File: config.mk
export PLATFORM = sky130hd
export DESIGN_NAME = custom_axi_ip_regs
export DESIGN_NICKNAME = d
export VERILOG_FILES = /design/src/rtl/custom_axi_ip_regs.sv
export SDC_FILE = /design/constraint.sdc
export NUM_CORES = 1
export LEC_CHECK = 0
export BUFFER_PORTS_ARGS = -buffer_cell sky130_fd_sc_hd__clkbuf_2
export CAP_MARGIN = 30
export CORE_AREA = 2 2 117 119
export DETAILED_ROUTE_END_ITERATION = 8
export DIE_AREA = 0 0 119 121
export PLACE_DENSITY = 0.65
export SKIP_LAST_GASP = 1
export SLEW_MARGIN = 20
export SYNTH_ARGS = -nofsm -noshare
export SYNTH_HDL_FRONTEND = slang
export SYNTH_SLANG_ARGS = --single-unit
File: constraint.sdc
create_clock -name clk_i -period 4.95 [get_ports clk_i]
set_clock_uncertainty 0.2 [all_clocks]
set_input_delay 0.99 -clock clk_i [delete_from_list [all_inputs] [get_ports clk_i]]
set_output_delay 0.99 -clock clk_i [all_outputs]
set_load 0.02 [all_outputs]
File: src/rtl/custom_axi_ip_regs.sv
// AXI4-Lite register block for the custom IP core.
// Provides the operand/start interface, result capture, sticky status flags and a level irq.
module custom_axi_ip_regs #(
   parameter int unsigned DATA_WIDTH = 32,
   parameter int unsigned ADDR_WIDTH = 5
) (
   input  logic                    clk_i,
   input  logic                    rst_ni,
   input  logic [ADDR_WIDTH-1:0]   s_awaddr_i,
   input  logic                    s_awvalid_i,
   output logic                    s_awready_o,
   input  logic [DATA_WIDTH-1:0]   s_wdata_i,
   input  logic [DATA_WIDTH/8-1:0] s_wstrb_i,
   input  logic                    s_wvalid_i,
   output logic                    s_wready_o,
   output logic [1:0]              s_bresp_o,
   output logic                    s_bvalid_o,
   input  logic                    s_bready_i,
   input  logic [ADDR_WIDTH-1:0]   s_araddr_i,
   input  logic                    s_arvalid_i,
   output logic                    s_arready_o,
   output logic [DATA_WIDTH-1:0]   s_rdata_o,
   output logic [1:0]              s_rresp_o,
   output logic                    s_rvalid_o,
   input  logic                    s_rready_i,
   output logic [DATA_WIDTH-1:0]   ipreg_data_o,
   output logic                    enable_o,
   input  logic [DATA_WIDTH-1:0]   ipreg_data_i,
   input  logic [1:0]              status_i,
   output logic                    irq_o
);

   localparam int unsigned IdxW = ADDR_WIDTH - 2;

   localparam logic [1:0] StatIdle   = 2'd0;
   localparam logic [1:0] StatDone   = 2'd2;
   localparam logic [1:0] StatError  = 2'd3;
   localparam logic [1:0] RespOkay   = 2'b00;
   localparam logic [1:0] RespSlvErr = 2'b10;

   logic                  awready_q, awready_d;
   logic                  bvalid_q, bvalid_d;
   logic [1:0]            bresp_q, bresp_d;
   logic                  arready_q, arready_d;
   logic                  rvalid_q, rvalid_d;
   logic [1:0]            rresp_q, rresp_d;
   logic [DATA_WIDTH-1:0] rdata_q, rdata_d;
   logic                  irq_en_q, irq_en_d;
   logic [DATA_WIDTH-1:0] data_in_q, data_in_d;
   logic [DATA_WIDTH-1:0] data_out_q, data_out_d;
   logic                  done_q, done_d;
   logic                  err_q, err_d;
   logic                  rej_q, rej_d;
   logic                  enable_q, enable_d;
   logic                  irq_q, irq_d;
   logic [1:0]            prev_status_q;

   logic                  wr_hs, rd_hs;
   logic [IdxW-1:0]       wr_idx, rd_idx;
   logic                  wr_in_map, rd_in_map;
   logic [DATA_WIDTH-1:0] rd_word;
   logic                  unused_addr_lsb;

   assign wr_hs     = awready_q & s_awvalid_i & s_wvalid_i;
   assign rd_hs     = arready_q & s_arvalid_i;
   assign wr_idx    = s_awaddr_i[ADDR_WIDTH-1:2];
   assign rd_idx    = s_araddr_i[ADDR_WIDTH-1:2];
   assign wr_in_map = wr_idx < IdxW'(4);
   assign rd_in_map = rd_idx < IdxW'(4);

   // Byte offset within a word carries no meaning for this map.
   assign unused_addr_lsb = ^{s_awaddr_i[1:0], s_araddr_i[1:0]};

   always_comb begin
      rd_word = '0;
      if (rd_in_map) begin
         unique case (rd_idx[1:0])
            2'd0: rd_word[1]   = irq_en_q;
            2'd1: rd_word      = data_in_q;
            2'd2: rd_word      = data_out_q;
            2'd3: rd_word[4:0] = {rej_q, err_q, done_q, status_i};
         endcase
      end
   end

   always_comb begin
      // Ready is a one-cycle pulse; it never re-arms while a response is outstanding.
      awready_d = s_awvalid_i & s_wvalid_i & ~bvalid_q & ~awready_q;
      bvalid_d  = bvalid_q;
      bresp_d   = bresp_q;
      if (bvalid_q && s_bready_i) begin
         bvalid_d = 1'b0;
      end
      if (wr_hs) begin
         bvalid_d = 1'b1;
         bresp_d  = wr_in_map ? RespOkay : RespSlvErr;
      end

      arready_d = s_arvalid_i & ~rvalid_q & ~arready_q;
      rvalid_d  = rvalid_q;
      rresp_d   = rresp_q;
      rdata_d   = rdata_q;
      if (rvalid_q && s_rready_i) begin
         rvalid_d = 1'b0;
      end
      if (rd_hs) begin
         rvalid_d = 1'b1;
         rresp_d  = rd_in_map ? RespOkay : RespSlvErr;
         rdata_d  = rd_word;
      end

      irq_en_d   = irq_en_q;
      data_in_d  = data_in_q;
      data_out_d = data_out_q;
      done_d     = done_q;
      err_d      = err_q;
      rej_d      = rej_q;
      enable_d   = 1'b0;

      if (wr_hs && wr_in_map) begin
         unique case (wr_idx[1:0])
            2'd0: begin
               if (s_wstrb_i[0]) begin
                  irq_en_d = s_wdata_i[1];
                  if (s_wdata_i[0]) begin
                     if (status_i == StatIdle && !enable_q) begin
                        enable_d = 1'b1;
                     end else begin
                        rej_d = 1'b1;
                     end
                  end
               end
            end
            2'd1: begin
               for (int b = 0; b < DATA_WIDTH / 8; b++) begin
                  if (s_wstrb_i[b]) begin
                     data_in_d[8*b +: 8] = s_wdata_i[8*b +: 8];
                  end
               end
            end
            2'd2: ;
            2'd3: begin
               if (s_wstrb_i[0]) begin
                  if (s_wdata_i[2]) done_d = 1'b0;
                  if (s_wdata_i[3]) err_d  = 1'b0;
                  if (s_wdata_i[4]) rej_d  = 1'b0;
               end
            end
         endcase
      end

      // Hardware set events come after the W1C so a coincident set wins.
      if (status_i == StatDone && prev_status_q != StatDone) begin
         data_out_d = ipreg_data_i;
         done_d     = 1'b1;
      end
      if (status_i == StatError && prev_status_q != StatError) begin
         err_d = 1'b1;
      end

      irq_d = irq_en_q & (done_q | err_q | rej_q);
   end

   always_ff @(posedge clk_i or negedge rst_ni) begin
      if (!rst_ni) begin
         awready_q     <= 1'b0;
         bvalid_q      <= 1'b0;
         bresp_q       <= RespOkay;
         arready_q     <= 1'b0;
         rvalid_q      <= 1'b0;
         rresp_q       <= RespOkay;
         rdata_q       <= '0;
         irq_en_q      <= 1'b0;
         data_in_q     <= '0;
         data_out_q    <= '0;
         done_q        <= 1'b0;
         err_q         <= 1'b0;
         rej_q         <= 1'b0;
         enable_q      <= 1'b0;
         irq_q         <= 1'b0;
         prev_status_q <= StatIdle;
      end else begin
         awready_q     <= awready_d;
         bvalid_q      <= bvalid_d;
         bresp_q       <= bresp_d;
         arready_q     <= arready_d;
         rvalid_q      <= rvalid_d;
         rresp_q       <= rresp_d;
         rdata_q       <= rdata_d;
         irq_en_q      <= irq_en_d;
         data_in_q     <= data_in_d;
         data_out_q    <= data_out_d;
         done_q        <= done_d;
         err_q         <= err_d;
         rej_q         <= rej_d;
         enable_q      <= enable_d;
         irq_q         <= irq_d;
         prev_status_q <= status_i;
      end
   end

   assign s_awready_o  = awready_q;
   assign s_wready_o   = awready_q;
   assign s_bvalid_o   = bvalid_q;
   assign s_bresp_o    = bresp_q;
   assign s_arready_o  = arready_q;
   assign s_rvalid_o   = rvalid_q;
   assign s_rresp_o    = rresp_q;
   assign s_rdata_o    = rdata_q;
   assign ipreg_data_o = data_in_q;
   assign enable_o     = enable_q;
   assign irq_o        = irq_q;

endmodule

==> results of run 1 <==
-- final timing paths --
kind	end	start	depth (start not counted)	slack, ps
worst max-delay path	data_out_q[6]	status_i[0]	4	2200
worst min-delay path	s_awready_o	s_bvalid_o	1	260
worst max register to register	data_out_q[6]	prev_status_q[1]	4	2520
worst min register to register	s_awready_o	s_bvalid_o	1	260
max in group asynchronous	s_rdata_o[10]	rst_ni	2	3230
min in group asynchronous	s_rdata_o[18]	rst_ni	1	430
-- report_power, final --
part	internal [mW]	switching, mW	total (mW)
Clock	0.458	0.315	0.773
Combinational	0.146	0.169	0.314
Sequential	0.991	0.0585	1.05
Total	1.59	0.543	2.14
-- layout make-up --
cell class	count	area, sq um	share of cell area [%]
Tap cell	176	220	3.76
Timing Repair Buffer	162	835	14.2
Sequential cell	110	2750	47.0
Clock inverter	3	67.6	1.15
Clock buffer	13	250	4.27
Multi-Input combinational cell	205	1720	29.3
Inverter	5	18.8	0.320
-- cells in the mapped netlist (all sizes together) --
cell type and count:
a222oi 4, buf 10, a211oi 1, nor3 2, and3 4, nand3 2
nand4 1, nor2b 3, nor2 1, o41ai 1, or3 1, and4b 1
nand2 37, a22o 1, or4 1, o21ai 36, o31a 1, dfrtp 110
conb 1, clkbuf 11, a22oi 27, nand2b 1, ha 4, inv 5
o31ai 1, nor3b 2, mux2 67, nand4b 4
-- sequential cells by signal, indices dropped and copies added, names as in the netlist --
register       flops
s_rdata_o         32
enable_o           1
prev_status_q      2
s_rresp_o          1
rej_q              1
s_rvalid_o         1
s_arready_o        1
irq_en_q           1
s_bvalid_o         1
done_q             1
s_bresp_o          1
ipreg_data_o      32
s_awready_o        1
err_q              1
irq_o              1
data_out_q        32
-- cells in the final DEF, fill, tap and decap left out, types with 2 or more instances in the layout --
cell	instances
a22oi_1	27
conb_1	2
ha_1	4
inv_1	5
clkbuf_16	9
nand2_1	37
clkbuf_1	3
a222oi_1	4
mux2_2	34
and3_1	4
nand3_1	2
nand4b_1	4
dfrtp_1	110
nor2b_1	3
buf_4	7
mux2_4	33
nor3_1	2
bufinv_16	2
clkbuf_2	154
o21ai_0	36
-- logic make-up (layout without fill, tap and decap cells) --
logic type	count (synthesis)	count (layout)	synth area share, %
and+or+nand+nor	60	60	6.83
muxes	67	67	19.0
buffers and inverters	26	183	3.25
DFF	110	110	59.7
other	1	2	0.0813
AOI/OAI and AO/OA	72	72	10.1
adders and majority gates	4	4	1.08
-- worst max-delay path: stages --
cell,delay (ps)
clkbuf_2,150
nor3b_4,790
buf_4,440
mux2_2,390
-- per-layer routing --
metal | global-route usage, % | vias to the layer above | share of wire (%)
met2 | 26.9 | 113 | 48
li1 | - | 1523 | -
met3 | 5.78 | 8 | 6.8
met5 | 0 | - | 0
met4 | 3.57 | 0 | 0.72
met1 | 21.7 | 1669 | 45
==> results.cfg, run 1 <==
[clocking]
htreeDepth = 3
root_buffer = clkbuf_16
numClockSinks = 110
clk_pin_slew_ps = 70
clockBufferDepth = 2
cts_setup_buffers = 0
clk_latency_ps = 350
hold_buffers = 0
cts_made_buffers = 9
tritoncts = built
post_cts_resized = 0

[sta]
hold_viol = 0
slew_viol_final = 0
setup-tns-final_ps = 0
min_period_ps = 2750
fmax_mhz = 364
fin_hold_ws_ps = 255
maxSlewHeadroom_pct = 38.2
setup_slack_ps = 2200
setup_viol = 0
fin_crit_sh_pct = 55.6
rsz0062_at_grt = false
worst_pin_slew_ps = 927

[yosys]
yosysSeqAreaShare_pct = 59.7
syn_area_per_cell_sq_um = 13.6
synth_area_sq_um = 4610
synth_warnings = 0
synth.distinct_cells = 31
postSynthCellCount = 340
ys_top_cells_by_area = dfrtp_1 60%, mux2_4 11%, mux2_2 8.3%
synth_top_area_share_pct = 59.7
ys_ff_latch = 110
synth_top_cell_by_area = dfrtp_1

[setup_path]
critPathMaxFanout = 18
crit_type = in -> reg
cp.required_ps = 4980
cp-start-kind = input port
critPathArrivalTime_ps = 2780
worstSetupEndpointType = flip-flop

[floorplanning]
die-area_sq_um = 14400
core_region_area_sq_um = 13100
fp.dieW_um = 119
initial_core_util_pct = 35.3
die_h_um = 121
io_pins = 162
rows = 42

[place]
port_buffers = 155
pre_cts_ws_ps = 1830
placed_area_sq_um = 5540
dp_hpwl_um = 8480
dp.cells = 658
gp_congestion = 0.748

[global_routing]
grt_util_all_layers_pct = 16.6
grt_max_degree = 46
first_global_vias = 3408
globalRouteOverflowTotal = 0
grt_pass1_wl_um = 18500
antenna_found_initial = 0

[drt]
post_drt_wl_per_cell_um = 17.0
drt_iter0_markers = 174
drc = 0
via_per_inst = 4.92
firstDrtPassIters = 4
routed_wl_um = 11500
via_count = 3313
ant_nets = 0

[layout]
stdcell_area_sq_um = 5860
n_antenna_cell = 0
fin_util_pct = 44.8
final_nets = 584
drive_above_1_share_pct = 49.4
fill_cells = 1227
area.growth.synth_to_final_pct = 27.0
stdcell_count = 674

[power]
p_per_area_nw_per_um2 = 365
p_leak_nw = 2.88
p_total_mw = 2.14
ir_worst_vdd_mv = 0.255

[run_status]
status = finished, final reports clean

[run]
max_cap_viol_count = 0

[min_path]
hp-class = reg -> reg
No activity file was read; power rests on OpenSTA's default activity.
==> run 2: changes to the inputs <==
==> constraint.sdc (replaced) <==
create_clock -name clk_i -period 2.85 [get_ports clk_i]
set_clock_uncertainty 0.2 [all_clocks]
set_input_delay 0.57 -clock clk_i [delete_from_list [all_inputs] [get_ports clk_i]]
set_output_delay 0.57 -clock clk_i [all_outputs]
set_load 0.02 [all_outputs]
==> run 2 against run 1 <==
Die area unchanged. Clock power grew 58%. Flip-flop and latch count unchanged. Register-to-register slack worse by 1600 ps. Combinational power rose by 75%. Worst setup slack worse by 1400 ps. Highest routed layer unchanged. Core utilization increased by 0.20 points.
==> results.cfg, run 2 (synthesized netlist as in run 1, its figures left out) <==
[run_status]
status = finished, final reports clean

[setup_path]
cp_slowest_stage_delay_ps = 670
reg2reg_from = s_awready_o
critPathArrivalTime_ps = 2070
crit_end = s_rdata_o[8]
crit_cells = 6
cp-start-kind = input port
rr_worst_depth = 4
cp.required_ps = 2910
critPathMaxFanout = 17
cp_num_buf_inv = 3
cp_top_family = adder cells
crit_chain = clkbuf_2 -> inv_1 -> ha_1 -> buf_4 -> a22oi_1 -> o21ai_0
crit_type = in -> reg
worstSetupEndpointType = flip-flop
crit_slowest_cell = ha_1
startpoint = s_araddr_i[3]
ff2ff_setup_slack_ps = 890
r2r_end = ipreg_data_o[3]

[place]
gp_congestion = 0.763
port_buffers = 155
dp_hpwl_um = 8530

[global_routing]
grt_max_degree = 57
grt_pass1_wl_um = 18900
antenna_found_initial = 0
first_global_vias = 3522
globalRouteOverflowTotal = 0
grt_util_all_layers_pct = 17.1

[floorplanning]
rows = 42
io_pins = 162
die_h_um = 121
die-area_sq_um = 14400
core_region_area_sq_um = 13100
fp.dieW_um = 119
initial_core_util_pct = 35.3

[clocking]
clockBufferDepth = 2
cts_setup_buffers = 0
clk_latency_ps = 350
numClockSinks = 110
tritoncts = built
post_cts_resized = 0
root_buffer = clkbuf_16
clk_pin_slew_ps = 70
cts_made_buffers = 9
htreeDepth = 3

[drt]
via_per_inst = 4.83
drt_iter0_markers = 170
ant_nets = 0
drc = 0
via_count = 3281
firstDrtPassIters = 4
routed_wl_um = 11600
post_drt_wl_per_cell_um = 17.2

[sta]
hold_viol = 0
slew_viol_final = 0
setup-tns-final_ps = 0
setup_viol = 0
fin_crit_sh_pct = 70.5
fmax_mhz = 498
min_period_ps = 2010
worst_pin_slew_ps = 794
fin_hold_ws_ps = 207
rsz0062_at_grt = false
maxSlewHeadroom_pct = 47.1

[power]
ir_worst_vdd_mv = 0.230
p_total_mw = 3.60
p_per_area_nw_per_um2 = 611
p_leak_nw = 2.90

[run]
max_cap_viol_count = 0

[layout]
layout_commonest_cell = clkbuf_2
area.growth.synth_to_final_pct = 27.5
drive_above_1_share_pct = 49.9
final_nets = 590
final_cell_mix = 154 x clkbuf_2, 110 x dfrtp_1, 37 x nand2_1
n_antenna_cell = 0

[min_path]
hp-class = in -> reg
hold_depth = 2
-- run 2: area by class of cell --
| type | count | area (sq um) |
|---|---|---|
| fill | 1216 | 7200 |
| timing repair buffer | 168 | 891 |
| tap | 176 | 220 |
| sequential | 110 | 2750 |
| multi-input combinational | 205 | 1720 |
| inverter | 5 | 18.8 |
| clock buffer | 15 | 288 |
-- run 2: stage by stage --
step / util, % / worst slack (ps) / area [sq um] / instances
after floorplan: - / 1090 / 4620 / 341
after global placement: 42.7 / 493 / 5590 / 663
after detailed placement: 42.7 / 412 / 5590 / 663
after CTS: 45.0 / 781 / 5890 / 679
after global routing: 45.0 / 636 / 5890 / 679
final: 45.0 / 842 / 5890 / 679
-- run 2: where the power goes --
part	internal, mW	switching [mW]
Combinational	0.258	0.293
Clock	0.686	0.539
Sequential	1.72	0.101
-- run 2: layer usage --
layer | vias up | wire (um) | global-route usage [%]
li1 | 1536 | - | -
met1 | 1619 | 5430 | 23.3
met2 | 113 | 5330 | 26.7
met3 | 13 | 723 | 4.46
met4 | 0 | 162 | 5.58
met5 | - | 0 | 0
-- run 2: worst min-delay path by stage --
| stage | start | to |
|---|---|---|
| 6_report | s_rready_i | s_rvalid_o |
| 5_1_grt | status_i[1] | prev_status_q[1] |
| 4_1_cts | s_rready_i | s_rvalid_o |
| 3_5_place_dp | s_rvalid_o | s_arready_o |
| 3_3_place_gp | s_bvalid_o | s_awready_o |
| 2_1_floorplan | rst_ni | data_out_q[0] |
-- run 2: repair_timing --
item                                   in CTS  in global routing
setup endpoints to repair                   0                  0
hold buffers                                1                  0
endpoints found under the hold margin       9                  0
-- run 2: worst reg2reg max path: stages (launching register included) --
cell,delay (ps)
dfrtp_1,460
and4b_2,290
and3_1,360
buf_4,230
mux2_4,310
==> run 3: changes to the inputs <==
==> constraint.sdc (replaced) <==
create_clock -name clk_i -period 2.1 [get_ports clk_i]
set_clock_uncertainty 0.2 [all_clocks]
set_input_delay 0.42 -clock clk_i [delete_from_list [all_inputs] [get_ports clk_i]]
set_output_delay 0.42 -clock clk_i [all_outputs]
set_load 0.02 [all_outputs]
==> run 3 against run 2 <==
Hold slack got worse by 150 ps. Power is 41% higher. Sequential power increased by 36%. Cell count grew 0.74%. Die area unchanged. Sequential share of layout area decreased by 1.2 points. Critical path type is now reg -> reg. Critical endpoint is now ipreg_data_o[19]. Largest power group unchanged. Highest routed layer unchanged.
==> results.cfg, run 3 (synthesized netlist as in run 1, its figures left out) <==
[clocking]
cts_setup_buffers = 0
hold_buffers = 1
cts_made_buffers = 9
root_buffer = clkbuf_16
clk_latency_ps = 350
tritoncts = built
numClockSinks = 110
clockBufferDepth = 2
post_cts_resized = 0
htreeDepth = 3
clk_pin_slew_ps = 70

[power]
p_leak_nw = 2.96
p_per_area_nw_per_um2 = 838
ir_worst_vdd_mv = 0.351
p_total_mw = 5.06

[drt]
drt_iter0_markers = 258
wl_met3_um = 784
dr.max_layer_used = met4
routed_wl_um = 11600
via_per_inst = 4.92
via_count = 3368
wl_met2_um = 5520
wl_met1_um = 5160
firstDrtPassIters = 4
post_drt_wl_per_cell_um = 17.0
drc = 0
ant_nets = 0

[global_routing]
grt_util_all_layers_pct = 17.0
grt_max_degree = 38
grt_pass1_wl_um = 18700
first_global_vias = 3442
globalRouteOverflowTotal = 0
antenna_found_initial = 0

[layout]
layout_commonest_cell = clkbuf_2
fin_util_pct = 46.1
final_cell_mix = 154 x clkbuf_2, 110 x dfrtp_1, 37 x nand2_1
final_nets = 594
stdcell_area_sq_um = 6040
fill_cells = 1234
area.growth.synth_to_final_pct = 30.8
multi_input_area_sq_um = 1720
drive_above_1_share_pct = 50.6
seq_area_sq_um = 2750
n_antenna_cell = 0

[setup_path]
crit_chain = and4b_2 -> and3_1 -> buf_12 -> mux2_4
crit_type = reg -> reg
cp_slowest_stage_delay_ps = 440
critPathArrivalTime_ps = 1800
cp-start-kind = flip-flop
cp_top_family = simple AND/OR/NAND/NOR gates
cp.required_ps = 2130
crit_cells = 4
ff2ff_setup_slack_ps = 330
crit_slowest_cell = dfrtp_1
rr_worst_depth = 4
worstSetupEndpointType = flip-flop
critPathMaxFanout = 7
startpoint = s_awready_o
cp_num_buf_inv = 1
reg2reg_from = s_awready_o
r2r_end = ipreg_data_o[19]
crit_end = ipreg_data_o[19]

[min_path]
min_from = s_rready_i
hp-class = in -> reg

[floorplanning]
die-area_sq_um = 14400
rows = 42
io_pins = 162
core_region_area_sq_um = 13100
fp.dieW_um = 119
initial_core_util_pct = 35.3
die_h_um = 121

[sta]
hold_viol = 0
min_period_ps = 1770
slew_viol_final = 0
rsz0062_at_grt = false
fin_crit_sh_pct = 84.2
setup-tns-final_ps = 0
setup_viol = 0
fmax_mhz = 566
fin_hold_ws_ps = 53.5

[run]
max_cap_viol_count = 0

[run_status]
status = finished, final reports clean

[place]
port_buffers = 155
dp_hpwl_um = 8580
placed_area_sq_um = 5710
gp_congestion = 0.771
==> run 3: cell types whose count changed in the layout (fill, tap and decap cells not counted) <==
| cell | before | now |
|---|---|---|
| buf_12 | 1 | 8 |
| buf_4 | 12 | 9 |
| bufinv_16 | 0 | 1 |
| clkbuf_1 | 2 | 1 |
| clkinvlp_4 | 0 | 1 |
==> run 3: worst reg2reg max path, stage by stage (launching register included) <==
cell and delay, ps:
dfrtp_1 440, and4b_2 280, and3_1 260, buf_12 170
mux2_4 300
==> run 3: worst min path at each step <==
stage	endpoint	cells after the start
6_report	s_rvalid_o	2
5_1_grt	prev_status_q[1]	1
4_1_cts	s_bvalid_o	2
3_5_place_dp	data_out_q[18]	1
3_3_place_gp	data_out_q[18]	1
2_1_floorplan	data_out_q[0]	0
==> run 3: area by class of cell <==
| type | count | area share (%) |
|---|---|---|
| multi-input combinational | 205 | 28.4 |
| timing repair buffer | 172 | 16.7 |
| clock inverter | 2 | 0.622 |
| clock buffer | 14 | 4.70 |
| tap | 176 | 3.65 |
| inverter | 5 | 0.311 |
| sequential | 110 | 45.6 |
==> run 3: metal layers <==
layer	up-vias	GRT usage (%)
li1	1547	-
met1	1684	22.5
met2	126	27.2
met3	11	4.56
met4	0	5.36
met5	-	0
==> run 3: metrics by stage <==
stage,setup WS [ps],cells
CTS,315,684
global placement,199,667
floorplan,374,341
global route,238,684
detailed placement,172,667
finish,332,684
==> run 3: power by group <==
group | total [mW] | internal [mW] | switching, mW
logic | 0.761 | 0.360 | 0.401
registers | 2.47 | 2.33 | 0.138
clock network | 1.82 | 1.06 | 0.766
total | 5.06 | 3.75 | 1.30
